$ cat config.mk
export PLATFORM = sky130hd
export DESIGN_NAME = instr_encoder
export DESIGN_NICKNAME = d
export VERILOG_FILES = /design/src/rtl/instr_encoder_pkg.sv /design/src/rtl/instr_pack.sv /design/src/rtl/instr_encoder.sv
export SDC_FILE = /design/constraint.sdc
export NUM_CORES = 1
export LEC_CHECK = 0
export BUFFER_PORTS_ARGS = -buffer_cell sky130_fd_sc_hd__buf_2
export CORE_MARGIN = 1.5
export CORE_UTILIZATION = 40
export DETAILED_ROUTE_END_ITERATION = 7
export PLACE_DENSITY_LB_ADDON = 0.1
export SYNTH_ARGS = -nofsm -noshare
export SYNTH_HDL_FRONTEND = slang
export SYNTH_SLANG_ARGS = --single-unit
export TNS_END_PERCENT = 1
$ cat constraint.sdc
create_clock -name clk -period 1.75 [get_ports clk]
set_clock_uncertainty 0.05 [all_clocks]
set_input_delay 0.0875 -clock clk [delete_from_list [all_inputs] [get_ports clk]]
set_output_delay 0.0875 -clock clk [all_outputs]
set_load 0.02 [all_outputs]
$ cat src/rtl/instr_encoder_pkg.sv
// Shared encoder definitions: opclass codes, ALU_* codes, RV32I opcodes and funct3/funct7 fields.
// Optional immediate range checking is enabled with ENCODER_RANGE_CHECK_EN.
package instr_encoder_pkg;

  typedef enum logic [3:0] {
    OcOp     = 4'd0,
    OcOpImm  = 4'd1,
    OcLui    = 4'd2,
    OcAuipc  = 4'd3,
    OcJal    = 4'd4,
    OcJalr   = 4'd5,
    OcBranch = 4'd6,
    OcStore  = 4'd7,
    OcLoad   = 4'd8,
    OcHalt   = 4'd9
  } opclass_e;

  typedef enum logic [1:0] {
    StIdle,
    StRun,
    StDone
  } enc_state_e;

  // ALU_* codes as the decoder emits them
  localparam logic [5:0] ALU_ADD  = 6'd0;
  localparam logic [5:0] ALU_SUB  = 6'd1;
  localparam logic [5:0] ALU_SLL  = 6'd2;
  localparam logic [5:0] ALU_SLT  = 6'd3;
  localparam logic [5:0] ALU_SLTU = 6'd4;
  localparam logic [5:0] ALU_XOR  = 6'd5;
  localparam logic [5:0] ALU_SRL  = 6'd6;
  localparam logic [5:0] ALU_SRA  = 6'd7;
  localparam logic [5:0] ALU_OR   = 6'd8;
  localparam logic [5:0] ALU_AND  = 6'd9;
  localparam logic [5:0] ALU_BEQ  = 6'd10;
  localparam logic [5:0] ALU_BNE  = 6'd11;
  localparam logic [5:0] ALU_BLT  = 6'd12;
  localparam logic [5:0] ALU_BGE  = 6'd13;
  localparam logic [5:0] ALU_BLTU = 6'd14;
  localparam logic [5:0] ALU_BGEU = 6'd15;
  localparam logic [5:0] ALU_LB   = 6'd16;
  localparam logic [5:0] ALU_LH   = 6'd17;
  localparam logic [5:0] ALU_LW   = 6'd18;
  localparam logic [5:0] ALU_LBU  = 6'd19;
  localparam logic [5:0] ALU_LHU  = 6'd20;
  localparam logic [5:0] ALU_SB   = 6'd21;
  localparam logic [5:0] ALU_SH   = 6'd22;
  localparam logic [5:0] ALU_SW   = 6'd23;

  localparam logic [6:0] OPC_OP     = 7'b0110011;
  localparam logic [6:0] OPC_OPIMM  = 7'b0010011;
  localparam logic [6:0] OPC_LUI    = 7'b0110111;
  localparam logic [6:0] OPC_AUIPC  = 7'b0010111;
  localparam logic [6:0] OPC_JAL    = 7'b1101111;
  localparam logic [6:0] OPC_JALR   = 7'b1100111;
  localparam logic [6:0] OPC_BRANCH = 7'b1100011;
  localparam logic [6:0] OPC_STORE  = 7'b0100011;
  localparam logic [6:0] OPC_LOAD   = 7'b0000011;

  localparam logic [31:0] HALT_WORD = 32'h0000_0073;

  localparam logic [2:0] F3_ADD  = 3'd0;
  localparam logic [2:0] F3_SLL  = 3'd1;
  localparam logic [2:0] F3_SLT  = 3'd2;
  localparam logic [2:0] F3_SLTU = 3'd3;
  localparam logic [2:0] F3_XOR  = 3'd4;
  localparam logic [2:0] F3_SR   = 3'd5;
  localparam logic [2:0] F3_OR   = 3'd6;
  localparam logic [2:0] F3_AND  = 3'd7;

  localparam logic [2:0] F3_BEQ  = 3'd0;
  localparam logic [2:0] F3_BNE  = 3'd1;
  localparam logic [2:0] F3_BLT  = 3'd4;
  localparam logic [2:0] F3_BGE  = 3'd5;
  localparam logic [2:0] F3_BLTU = 3'd6;
  localparam logic [2:0] F3_BGEU = 3'd7;

  localparam logic [2:0] F3_B    = 3'd0;
  localparam logic [2:0] F3_H    = 3'd1;
  localparam logic [2:0] F3_W    = 3'd2;
  localparam logic [2:0] F3_BU   = 3'd4;
  localparam logic [2:0] F3_HU   = 3'd5;

  localparam logic [6:0] F7_ZERO = 7'b0000000;
  localparam logic [6:0] F7_ALT  = 7'b0100000;

  // True when imm is representable as a signed value of the given width
  function automatic logic fits_signed(input logic [31:0] imm, input int unsigned bits);
    logic [31:0] hi;
    hi = $signed(imm) >>> (bits - 1);
    return (hi == '0) || (hi == '1);
  endfunction

endpackage

$ cat src/rtl/instr_pack.sv
// Combinational RV32I field packer: micro-op fields in, machine word and reject flag out.
// With ENCODER_RANGE_CHECK_EN defined, immediates that do not fit their field are rejected.
module instr_pack
  import instr_encoder_pkg::*;
(
  input  logic [3:0]  opclass,
  input  logic [5:0]  alucode,
  input  logic [4:0]  rd,
  input  logic [4:0]  rs1,
  input  logic [4:0]  rs2,
  input  logic [31:0] imm,
  output logic [31:0] word,
  output logic        reject
);

  logic [2:0] alu_f3, br_f3, ld_f3, st_f3;
  logic       alu_ok, alu_alt, alu_shift, br_ok, ld_ok, st_ok;
  logic [6:0] alu_f7;
  logic       legal;

  always_comb begin
    alu_f3    = F3_ADD;
    alu_ok    = 1'b1;
    alu_alt   = 1'b0;
    alu_shift = 1'b0;
    case (alucode)
      ALU_ADD:  alu_f3 = F3_ADD;
      ALU_SUB:  begin alu_f3 = F3_ADD; alu_alt = 1'b1; end
      ALU_SLL:  begin alu_f3 = F3_SLL; alu_shift = 1'b1; end
      ALU_SLT:  alu_f3 = F3_SLT;
      ALU_SLTU: alu_f3 = F3_SLTU;
      ALU_XOR:  alu_f3 = F3_XOR;
      ALU_SRL:  begin alu_f3 = F3_SR; alu_shift = 1'b1; end
      ALU_SRA:  begin alu_f3 = F3_SR; alu_shift = 1'b1; alu_alt = 1'b1; end
      ALU_OR:   alu_f3 = F3_OR;
      ALU_AND:  alu_f3 = F3_AND;
      default:  alu_ok = 1'b0;
    endcase
  end

  assign alu_f7 = alu_alt ? F7_ALT : F7_ZERO;

  always_comb begin
    br_f3 = F3_BEQ;
    br_ok = 1'b1;
    case (alucode)
      ALU_BEQ:  br_f3 = F3_BEQ;
      ALU_BNE:  br_f3 = F3_BNE;
      ALU_BLT:  br_f3 = F3_BLT;
      ALU_BGE:  br_f3 = F3_BGE;
      ALU_BLTU: br_f3 = F3_BLTU;
      ALU_BGEU: br_f3 = F3_BGEU;
      default:  br_ok = 1'b0;
    endcase
  end

  always_comb begin
    ld_f3 = F3_W;
    ld_ok = 1'b1;
    case (alucode)
      ALU_LB:  ld_f3 = F3_B;
      ALU_LH:  ld_f3 = F3_H;
      ALU_LW:  ld_f3 = F3_W;
      ALU_LBU: ld_f3 = F3_BU;
      ALU_LHU: ld_f3 = F3_HU;
      default: ld_ok = 1'b0;
    endcase
  end

  always_comb begin
    st_f3 = F3_W;
    st_ok = 1'b1;
    case (alucode)
      ALU_SB:  st_f3 = F3_B;
      ALU_SH:  st_f3 = F3_H;
      ALU_SW:  st_f3 = F3_W;
      default: st_ok = 1'b0;
    endcase
  end

  always_comb begin
    word  = '0;
    legal = 1'b0;
    case (opclass_e'(opclass))
      OcOp: begin
        legal = alu_ok;
        word  = {alu_f7, rs2, rs1, alu_f3, rd, OPC_OP};
      end
      OcOpImm: begin
        // SUB has no immediate form
        legal = alu_ok && !(alu_alt && !alu_shift);
        if (alu_shift) word = {alu_f7, imm[4:0], rs1, alu_f3, rd, OPC_OPIMM};
        else           word = {imm[11:0], rs1, alu_f3, rd, OPC_OPIMM};
      end
      OcLui: begin
        legal = (alucode == ALU_ADD);
        word  = {imm[31:12], rd, OPC_LUI};
      end
      OcAuipc: begin
        legal = (alucode == ALU_ADD);
        word  = {imm[31:12], rd, OPC_AUIPC};
      end
      OcJal: begin
        legal = (alucode == ALU_ADD);
        word  = {imm[20], imm[10:1], imm[11], imm[19:12], rd, OPC_JAL};
      end
      OcJalr: begin
        legal = (alucode == ALU_ADD);
        word  = {imm[11:0], rs1, 3'b000, rd, OPC_JALR};
      end
      OcBranch: begin
        legal = br_ok;
        word  = {imm[12], imm[10:5], rs2, rs1, br_f3, imm[4:1], imm[11], OPC_BRANCH};
      end
      OcStore: begin
        legal = st_ok;
        word  = {imm[11:5], rs2, rs1, st_f3, imm[4:0], OPC_STORE};
      end
      OcLoad: begin
        legal = ld_ok;
        word  = {imm[11:0], rs1, ld_f3, rd, OPC_LOAD};
      end
      OcHalt: begin
        legal = (alucode == ALU_ADD);
        word  = HALT_WORD;
      end
      default: begin
        legal = 1'b0;
        word  = '0;
      end
    endcase
  end

`ifdef ENCODER_RANGE_CHECK_EN
  logic range_bad;

  always_comb begin
    range_bad = 1'b0;
    case (opclass_e'(opclass))
      OcOpImm:               range_bad = alu_shift ? (imm[31:5] != '0) : !fits_signed(imm, 12);
      OcJalr, OcLoad, OcStore: range_bad = !fits_signed(imm, 12);
      OcBranch:              range_bad = imm[0] || !fits_signed(imm, 13);
      OcJal:                 range_bad = imm[0] || !fits_signed(imm, 21);
      OcLui, OcAuipc:        range_bad = (imm[11:0] != '0);
      default:               range_bad = 1'b0;
    endcase
  end

  assign reject = !legal || range_bad;
`else
  assign reject = !legal;
`endif

endmodule

$ cat src/rtl/instr_encoder.sv
// Micro-op to RV32I word encoder: run FSM, address counter and registered output stage.
// Immediate range checking is enabled with ENCODER_RANGE_CHECK_EN (see instr_pack).
module instr_encoder
  import instr_encoder_pkg::*;
(
  input  logic        clk,
  input  logic        rst,
  input  logic        start,
  input  logic [31:0] base_addr,
  input  logic        in_valid,
  output logic        in_ready,
  input  logic [3:0]  in_opclass,
  input  logic [5:0]  in_alucode,
  input  logic [4:0]  in_rd,
  input  logic [4:0]  in_rs1,
  input  logic [4:0]  in_rs2,
  input  logic [31:0] in_imm,
  output logic        out_valid,
  input  logic        out_ready,
  output logic [31:0] out_word,
  output logic [31:0] out_addr,
  output logic        err,
  output logic        busy
);

  enc_state_e  state_q;
  logic [31:0] addr_q;
  logic        out_halt_q;
  logic [31:0] pack_word;
  logic        pack_reject;
  logic        in_fire, out_fire;

  assign in_ready = (state_q == StRun) && (!out_valid || out_ready);
  assign in_fire  = in_valid && in_ready;
  assign out_fire = out_valid && out_ready;
  assign busy     = (state_q == StRun);
  assign out_addr = addr_q;

  instr_pack u_pack (
    .opclass (in_opclass),
    .alucode (in_alucode),
    .rd      (in_rd),
    .rs1     (in_rs1),
    .rs2     (in_rs2),
    .imm     (in_imm),
    .word    (pack_word),
    .reject  (pack_reject)
  );

  always_ff @(posedge clk or posedge rst) begin
    if (rst) begin
      state_q    <= StIdle;
      addr_q     <= '0;
      out_valid  <= 1'b0;
      out_word   <= '0;
      out_halt_q <= 1'b0;
      err        <= 1'b0;
    end else begin
      case (state_q)
        StIdle, StDone: begin
          if (start) begin
            state_q <= StRun;
            addr_q  <= base_addr;
            err     <= 1'b0;
          end
        end
        StRun: begin
          if (out_fire) begin
            addr_q    <= addr_q + 32'd4;
            out_valid <= 1'b0;
            if (out_halt_q) begin
              state_q    <= StDone;
              out_halt_q <= 1'b0;
            end
          end
          // An op accepted in the same cycle the HALT word leaves is dropped with the run
          if (in_fire && !out_halt_q) begin
            if (pack_reject) begin
              err <= 1'b1;
            end else begin
              out_valid  <= 1'b1;
              out_word   <= pack_word;
              out_halt_q <= (opclass_e'(in_opclass) == OcHalt);
            end
          end
        end
        default: state_q <= StIdle;
      endcase
    end
  end

endmodule

# --- Word-level counts from Yosys, hierarchy flattened ---
# Cells that the tools add are included.
totals:
  ramBits: 0
  mem_count: 0
  out_inout_bits: 68
  elab_cells: 105
  rom_bits: 0
  in_bits: 94
  latch_bits: 0
  regBits: 69
classes:
  n_mul: 0
  add_sub_neg: 1
  n_eq_ne: 39
  magnitude_cmp: 0
  shifts: 0
  muxes: 31
  n_reduce_logical: 28
  n_div: 0
  bitwise: 0
op_table:
  columns: ["operator", "n"]
  rows:
  - ["$pmux W32 S10", 1]
  - ["$mux W32", 3]
  - ["$pmux W32 S2", 1]
  - ["$eq A6 B4 Y1 const B", 8]
  - ["$eq A6 B5 Y1 const B", 8]
  - ["$add A32 B3 Y32 const B", 1]
  - ["$eq A6 B3 Y1 const B", 4]
  - ["$pmux W3 S7", 1]
  - ["$eq A4 B3 Y1 const B", 4]
  - ["$mux W1", 15]
  - ["$pmux W3 S5", 1]
  - ["$eq A6 B2 Y1 const B", 2]
  - ["$pmux W3 S4", 1]
  - ["$reduce_or A10 Y1", 1]
  - ["$reduce_or A5 Y1", 2]
  - ["$reduce_and A3 Y1", 3]
  - ["$eq A4 B2 Y1 const B", 2]
  - ["$eq A4 B4 Y1 const B", 2]
  - ["$pmux W2 S2", 2]
  - ["$eq A6 B1 Y1 const B", 1]
  - ["$logic_and A1 B1 Y1", 6]
  - ["$logic_not A6 Y1", 1]
  - ["$mux W2", 3]
  - ["$mux W6", 1]
  - ["other kinds (16)", 25]

# --- Depth between registers and ports, before layout ---
# Gate-level depths: netlist of the first run.
depth:
  depth_word: 11
  ltp_mapped: 7
  depth_no_buf: 6

# --- Cells and area by module ---
# Synthesis of the first run repeated with hierarchy kept, for this count alone.
unflattened:
  cells_unflattened: 512
  area_unflattened_um2: 4600.7
modules_own_cells:
  columns: ["mod", "area_per_inst_um2", "seq_area_each_um2", "n_inst", "cells_each"]
  rows:
  - ["instr_encoder", 3432.0, 1726.7, 1, 333]
  - ["instr_pack", 1168.6, 0.0, 1, 179]

# --- Least setup slack after synthesis of the first run ---
# No wires, ideal clock.
synth_path:
  path_kind: "flip-flop to flip-flop"
  startpoint: "reg state_q[1]"
  endpoint: "reg out_word[13]"
  path_buffers: 1
  setup_ns: 0.125
  stages_incl_launch_ff: 7
  required_time_ns: 1.575
  period_less_slack_ns: 2.096
  setup_slack_ns: -0.346
  t_arrival_ns: 1.921
  path_cell_list: "dfrtp_1 > nand2b_1 > a21oi_1 > nand3b_1 > a31oi_4 > buf_6 > mux2_4"
synth_via:
  elab_chain_cells: 5
synth_rtl:
  columns: ["element", "line_no", "text"]
  rows:
  - ["start: declaration", "instr_encoder.sv:26", "enc_state_e state_q;"]
  - ["start signal: assignment", "instr_encoder.sv:52", "state_q <= StIdle;"]
  - ["start signal: assignment", "instr_encoder.sv:62", "state_q <= StRun;"]
  - ["start signal: assignment", "instr_encoder.sv:72", "state_q <= StDone;"]
  - ["$eq A2 B1 Y1", "instr_encoder.sv:33", "assign in_ready = (state_q == StRun) && (!out_valid || out_ready);"]
  - ["$logic_and A1 B1 Y1", "instr_encoder.sv:33", null]
  - ["net in_ready", "instr_encoder.sv:11", "output logic in_ready,"]
  - ["$logic_and A1 B1 Y1", "instr_encoder.sv:34", "assign in_fire = in_valid && in_ready;"]
  - ["$logic_and A1 B1 Y1", "instr_encoder.sv:77", "if (in_fire && !out_halt_q) begin"]
  - ["$reduce_and A3 Y1 (no line)", null, null]
  - ["end signal: assignment", "instr_encoder.sv:82", "out_word <= pack_word;"]
  - ["end: declaration", "instr_encoder.sv:20", "output logic [31:0] out_word,"]
# The timed path passes the listed nets, and every way through them passes these cells.
# A chain may end at the register's enable or synchronous reset.

# --- Worst setup path in the final report of the first run ---
layout_path:
  startpoint: "reg state_q[1]"
  endpoint: "reg out_word[30]"
layout_via:
  elab_chain_cells: 5
layout_rtl:
  columns: ["element", "line_no"]
  rows:
  - ["$eq A2 B1 Y1 (*)", "instr_encoder.sv:33, instr_encoder.sv:59"]
  - ["$logic_and A1 B1 Y1", "instr_encoder.sv:33"]
  - ["$logic_and A1 B1 Y1", "instr_encoder.sv:34"]
  - ["$logic_and A1 B1 Y1", "instr_encoder.sv:77"]
  - ["$reduce_and A3 Y1 (no line) (*)", null]
# Mark *: on every way between the ends. The rest lies on a longest branch, timed or not.

==> results_dict.tcl, run 1 <==
set metrics [dict create \
    min_path_type "input pin to flop" \
    synth-edff-count 0 \
    async_flop_share_pct 100 \
    rrSetupSlack_ps -50 \
    syn_area_per_cell_sq_um 9.25 \
    clock_latency_ps 330 \
    drt-wirelength-per-cell_um 16.9 \
    die_h_um 110 \
    ys_seq_area_share_pct 37.0 \
    nets 840 \
    hold_depth 3 \
    grt_overflow 0 \
    ys.flop_type "dfrtp_1" \
    worstHoldStart "base_addr[15]" \
    r2r-end "out_word[30]$_DFFE_PP0P_" \
    crit_type "flop to flop" \
    crit_arrival_ps 1960 \
    critPathLaunchType "flop" \
    synth_cells 498 \
    antenna_found_initial 0 \
    grt_pass1_wl_um 23100 \
    cts_tree "built" \
    whs_endpoint "out_addr[15]$_DFFE_PP0P_" \
    grt_max_degree 69 \
    relSlewSlack_pct 46.8 \
    htree_num_levels 3 \
    io_pins 162 \
    drt.antenna.violating_nets 0 \
    synthesis.nets 593 \
    setup-violations-final 35 \
    via_per_inst 5.66 \
    drt-total-wl_um 15000 \
    antenna_cells 0 \
    cts_root_buf "clkbuf_16" \
    crit_fanout 14 \
    status "complete, but fails checks" \
    final_cell_mix "buf_2, buf_4, dfrtp_1, nand2_1, a21oi_1" \
    critPathCaptureType "flop" \
    whs_ps 5.35 \
    cap_violations 0 \
    initial_core_util_pct 41.7 \
    layout_commonest_cell "buf_2" \
    drv_slew 0 \
    ys.warnings.count 0 \
    die_area_sq_um 12200 \
    clkSlewWorstSetupHoldPaths_ps 60 \
    multiInputGateArea_sq_um 2840 \
    portBuffers 161 \
    grt_pass1_vias 4711 \
    die_x_um 110 \
    placed_area_sq_um 6170 \
    fillers 951 \
    peakVddDrop_uv 607 \
    worst_pin_slew_ps 792 \
    power.leakage_nw 3.33 \
    clock_path_buffers 2 \
    drtIter0Drc 395 \
    drt_pass1_iterations 5 \
    required_ps 1910 \
    core_sq_um 11000 \
    violations "negative setup slack" \
    clock-sinks 68 \
    ys_seq_elements 68 \
    track_usage_pct 24.6 \
    drive_gt1_share_pct 46.9 \
    gp_congestion 0.896 \
    regToRegStartpoint "state_q[1]$_DFFE_PP0P_" \
    area_growth_pct 49.9 \
    setup_ws_ps -47.0 \
    fmax_mhz 556 \
    finalInstanceArea_sq_um 6900 \
    rsz0062_at_grt "true" \
    ys_types 71 \
    r2r_cells 7 \
    dp_hpwl_um 10500 \
    syn_area_sq_um 4600 \
    pwr_density_cell_nw_per_um2 863 \
    num_rows 38 \
    fin_crit_sh_pct 103 \
    seq_area_sq_um 1700 \
    cts_buffers 9 \
    route.detailed.drc 0 \
    hold_violations 0 \
    utilization_pct 62.6 \
    vias 5035 \
    fin_crit_ps 1800 \
]
-- critical path, stage by stage, from the launching register on --
cell and delay (ps):
dfrtp_1 380, nand2b_4 160, a21oi_4 120, nand3b_1 140
a31oi_4 180, buf_4 180, buf_16 170, mux2_4 300
-- state kept, by name, indices dropped and copies added (netlist names) --
register,count
err,1
out_addr,32
out_halt_q,1
out_valid,1
out_word,31
state_q,2
-- through the flow --
| stage | setup slack (ps) | power (W) | TNS [ps] | std cells |
|---|---|---|---|---|
| floorplan | -206 | 0.00309 | -5910 | 498 |
| global placement | -189 | 0.00387 | -4510 | 853 |
| detailed placement | -225 | 0.00390 | -5720 | 853 |
| CTS | -63.5 | 0.00595 | -1410 | 881 |
| global route | -107 | 0.00627 | -3390 | 890 |
| finish | -47.0 | 0.00596 | -599 | 890 |
-- final cells by class --
type | instances | area share, %
clock inverter | 6 | 1.27
tap | 140 | 2.54
multi-input combinational | 382 | 41.2
inverter | 11 | 0.689
clock buffer | 10 | 3.46
sequential | 68 | 24.7
timing repair buffer | 273 | 26.2
-- kinds of logic (layout without fill, tap and decap cells) --
group | after synthesis | in the layout | synth area share [%]
compound gates | 175 | 175 | 27.3
simple gates | 170 | 170 | 19.9
flops | 68 | 68 | 37.0
buf+inv | 48 | 300 | 4.86
mux | 34 | 34 | 10.4
xor+xnor | 2 | 2 | 0.381
fa+ha+maj | 1 | 1 | 0.272
-- how the worst max path moves through the flow --
stage | startpoint | end
global placement | in_alucode[2] | out_word[4]$_DFFE_PP0P_
detailed placement | in_alucode[2] | out_word[4]$_DFFE_PP0P_
global route | out_addr[13]$_DFFE_PP0P_ | out_addr[30]$_DFFE_PP0P_
floorplan | out_addr[12]$_DFFE_PP0P_ | out_addr[29]$_DFFE_PP0P_
finish | state_q[1]$_DFFE_PP0P_ | out_word[30]$_DFFE_PP0P_
CTS | state_q[1]$_DFFE_PP0P_ | out_word[30]$_DFFE_PP0P_
-- power by group --
part           leakage, nW  switching (W)  total, W  internal [W]
Sequential           0.878       0.000188   0.00201       0.00182
Combinational         2.29        0.00106   0.00196      0.000900
Clock                0.162       0.000704   0.00199       0.00129
Total                 3.33        0.00195   0.00596       0.00401
-- cell usage after synthesis, types with 9 or more instances --
library cell	number	area share (%)
o22a_1	9	1.7
o22ai_1	15	2.0
o21ai_0	18	2.0
inv_1	10	0.82
mux2_4	26	8.5
dfrtp_1	68	37
a2bb2oi_1	10	1.9
nand4_1	9	1.2
clkbuf_1	21	1.7
a21oi_1	41	4.5
a22oi_1	12	2.0
a22o_1	17	3.2
nand2_1	46	3.8
nand3_1	22	2.4
nor3_1	10	1.1
nor2_1	32	2.6
-- metal layers --
| layer | GRT usage, % | share of wire, % | up-vias |
|---|---|---|---|
| li1 | - | - | 2408 |
| met1 | 34.4 | 47 | 2402 |
| met2 | 37.3 | 44 | 207 |
| met3 | 5.64 | 7.1 | 18 |
| met4 | 8.42 | 1.8 | 0 |
| met5 | 0 | 0 | - |
-- repair_timing --
action | CTS | global route
pin swaps | 3 | 18
hold buffers | 7 | 0
endpoints found under the setup margin | 35 | 48
gates resized for setup | 10 | 30
cloned | 2 | 1
setup buffers | 3 | 8
hold endpoints to repair | 74 | 0
Note: power is estimated with default switching activity, not from simulation.
==> run 2: changes to the inputs <==
HOLD_SLACK_MARGIN = 0.15   (was default)
==> run 2 against run 1 <==
  * The run still ends with negative setup slack left
  * Routed wire length is 5.0% higher
  * Largest power group is now combinational logic
  * Critical endpoint is now out_addr[30]$_DFFE_PP0P_
  * Maximum frequency is 0.47% higher
  * Hold slack better by 170 ps
  * Largest cell class unchanged
  * Die area stayed put
  * Global-route usage is 1.2 points higher
==> results_dict.tcl, run 2 (synthesis gave the netlist of run 1 again) <==
set metrics [dict create \
    status "complete, but fails checks" \
    violations "negative setup slack" \
    power.leakage_nw 3.55 \
    critPathLaunchType "flop" \
    clock-sinks 68 \
    portBuffers 161 \
    initial_core_util_pct 41.7 \
    gp_congestion 0.896 \
    p_int_w 0.00408 \
    clkSlewWorstSetupHoldPaths_ps 60 \
    nets 892 \
    instances_no_fill 942 \
    antenna_cells 0 \
    finalInstanceArea_sq_um 7420 \
    drt-total-wl_um 15800 \
    grt_max_degree 69 \
    die_h_um 110 \
    drt_pass1_iterations 5 \
    setup-violations-final 18 \
    pwr_density_cell_nw_per_um2 818 \
    vias 5245 \
    die_x_um 110 \
    clock_path_buffers 2 \
    htree_num_levels 3 \
    required_ps 1920 \
    fin_crit_ps 1790 \
    dp_hpwl_um 10500 \
    clock_latency_ps 330 \
    hold_violations 0 \
    min_path_type "input pin to flop" \
    grt_overflow 0 \
    cts_tree "built" \
    io_pins 162 \
    whs_ps 172 \
    p_comb_share_pct 33.9 \
    dpl.cell_count 853 \
    drtIter0Drc 454 \
    via_per_inst 5.57 \
    setup_ws_ps -38.6 \
    cts_buffers 9 \
    sequentialPowerShare_pct 33.1 \
    fillers 888 \
    critPathCaptureType "flop" \
    fmax_mhz 559 \
    fin_crit_sh_pct 102 \
    final_cell_mix "buf_2, buf_4, dfrtp_1, dlygate4sd3_1, nand2_1" \
    cap_violations 0 \
    drt-wirelength-per-cell_um 16.8 \
    drive_gt1_share_pct 43.8 \
    swShare_pct 32.7 \
    track_usage_pct 25.7 \
    route.detailed.drc 0 \
    pwr-share-clk_pct 33.0 \
    core_sq_um 11000 \
    rsz0062_at_grt "true" \
    grt_pass1_vias 5003 \
    placed_area_sq_um 6170 \
    cts_root_buf "clkbuf_16" \
    area_growth_pct 61.1 \
    num_rows 38 \
    drt.antenna.violating_nets 0 \
    largest_reg_flops 32 \
    relSlewSlack_pct 46.7 \
    worst_pin_slew_ps 794 \
    crit_arrival_ps 1960 \
    layout_commonest_cell "buf_2" \
    switching_power_w 0.00198 \
    crit_fanout 3 \
    antenna_found_initial 0 \
    utilization_pct 67.3 \
    die_area_sq_um 12200 \
    drv_slew 0 \
    crit_type "flop to flop" \
    peakVddDrop_uv 615 \
    grt_pass1_wl_um 24300 \
]
-- run 2: changes by cell type in the layout (fill, tap and decap cells not counted) --
cell,change
dlygate4sd3_1,+51
o22ai_1,+1
dlymetal6s4s_1,+1
o22ai_2,-1
-- run 2: critical path, cell delays in order, from the launching register on --
cell,delay [ps]
dfrtp_2,360
nand4_1,150
or4_4,580
buf_6,160
nor2_4,80
a21oi_1,60
a211o_1,220
-- run 2: final timing paths --
path	endpoint	slack [ps]	depth (start not counted)	from
max in group asynchronous	out_addr[11]$_DFFE_PP0P_	970	4	rst
worst max register to register	out_addr[30]$_DFFE_PP0P_	-40	6	out_addr[11]$_DFFE_PP0P_
worst max-delay path	out_addr[30]$_DFFE_PP0P_	-40	6	out_addr[11]$_DFFE_PP0P_
worst min-delay path	out_word[22]$_DFFE_PP0P_	170	4	in_rs2[2]
worst min register to register	out_addr[1]$_DFFE_PP0P_	430	2	out_addr[1]$_DFFE_PP0P_
min in group asynchronous	out_addr[1]$_DFFE_PP0P_	360	4	rst
-- run 2: layout make-up --
cell class / count / area [sq um] / share of cell area (%)
well taps: 140 / 175 / 2.36
inverters: 11 / 47.5 / 0.641
clock inverters: 6 / 87.6 / 1.18
clock buffers: 10 / 239 / 3.22
repair buffers: 325 / 2330 / 31.4
flip-flops and latches: 68 / 1700 / 23.0
multi-input cells: 382 / 2840 / 38.3
-- run 2: what timing repair did --
| action | 4_1_cts | 5_1_grt |
|---|---|---|
| hold endpoints to repair | 122 | 0 |
| resized for setup | 10 | 30 |
| setup buffers | 3 | 8 |
| gates cloned | 2 | 1 |
| endpoints found under the setup margin | 35 | 49 |
| pin swaps | 3 | 19 |
| hold buffers | 59 | 0 |
-- run 2: per-layer routing --
layer / GRT usage, % / part of all wire, % / vias to the layer above
met5: 0 / 0 / -
met3: 5.53 / 7.0 / 22
li1: - / - / 2518
met4: 8.15 / 1.9 / 0
met2: 40.6 / 45 / 209
met1: 35.3 / 46 / 2496
-- run 2: power by group through the flow --
stage / clock (W) / combinational (W) / sequential, W
after detailed placement: 0 / 0.00188 / 0.00202
final: 0.00200 / 0.00205 / 0.00201
after global routing: 0.00211 / 0.00223 / 0.00204
after CTS: 0.00203 / 0.00201 / 0.00200
after floorplan: 0 / 0.000764 / 0.00233
after global placement: 0 / 0.00185 / 0.00202
-- run 2: metrics by stage --
step / setup WS [ps] / total power, W / TNS, ps
after CTS: -63.5 / 0.00604 / -1410
after global placement: -189 / 0.00387 / -4510
after floorplan: -206 / 0.00309 / -5910
after detailed placement: -225 / 0.00390 / -5720
after global routing: -125 / 0.00638 / -3360
final: -38.6 / 0.00607 / -390
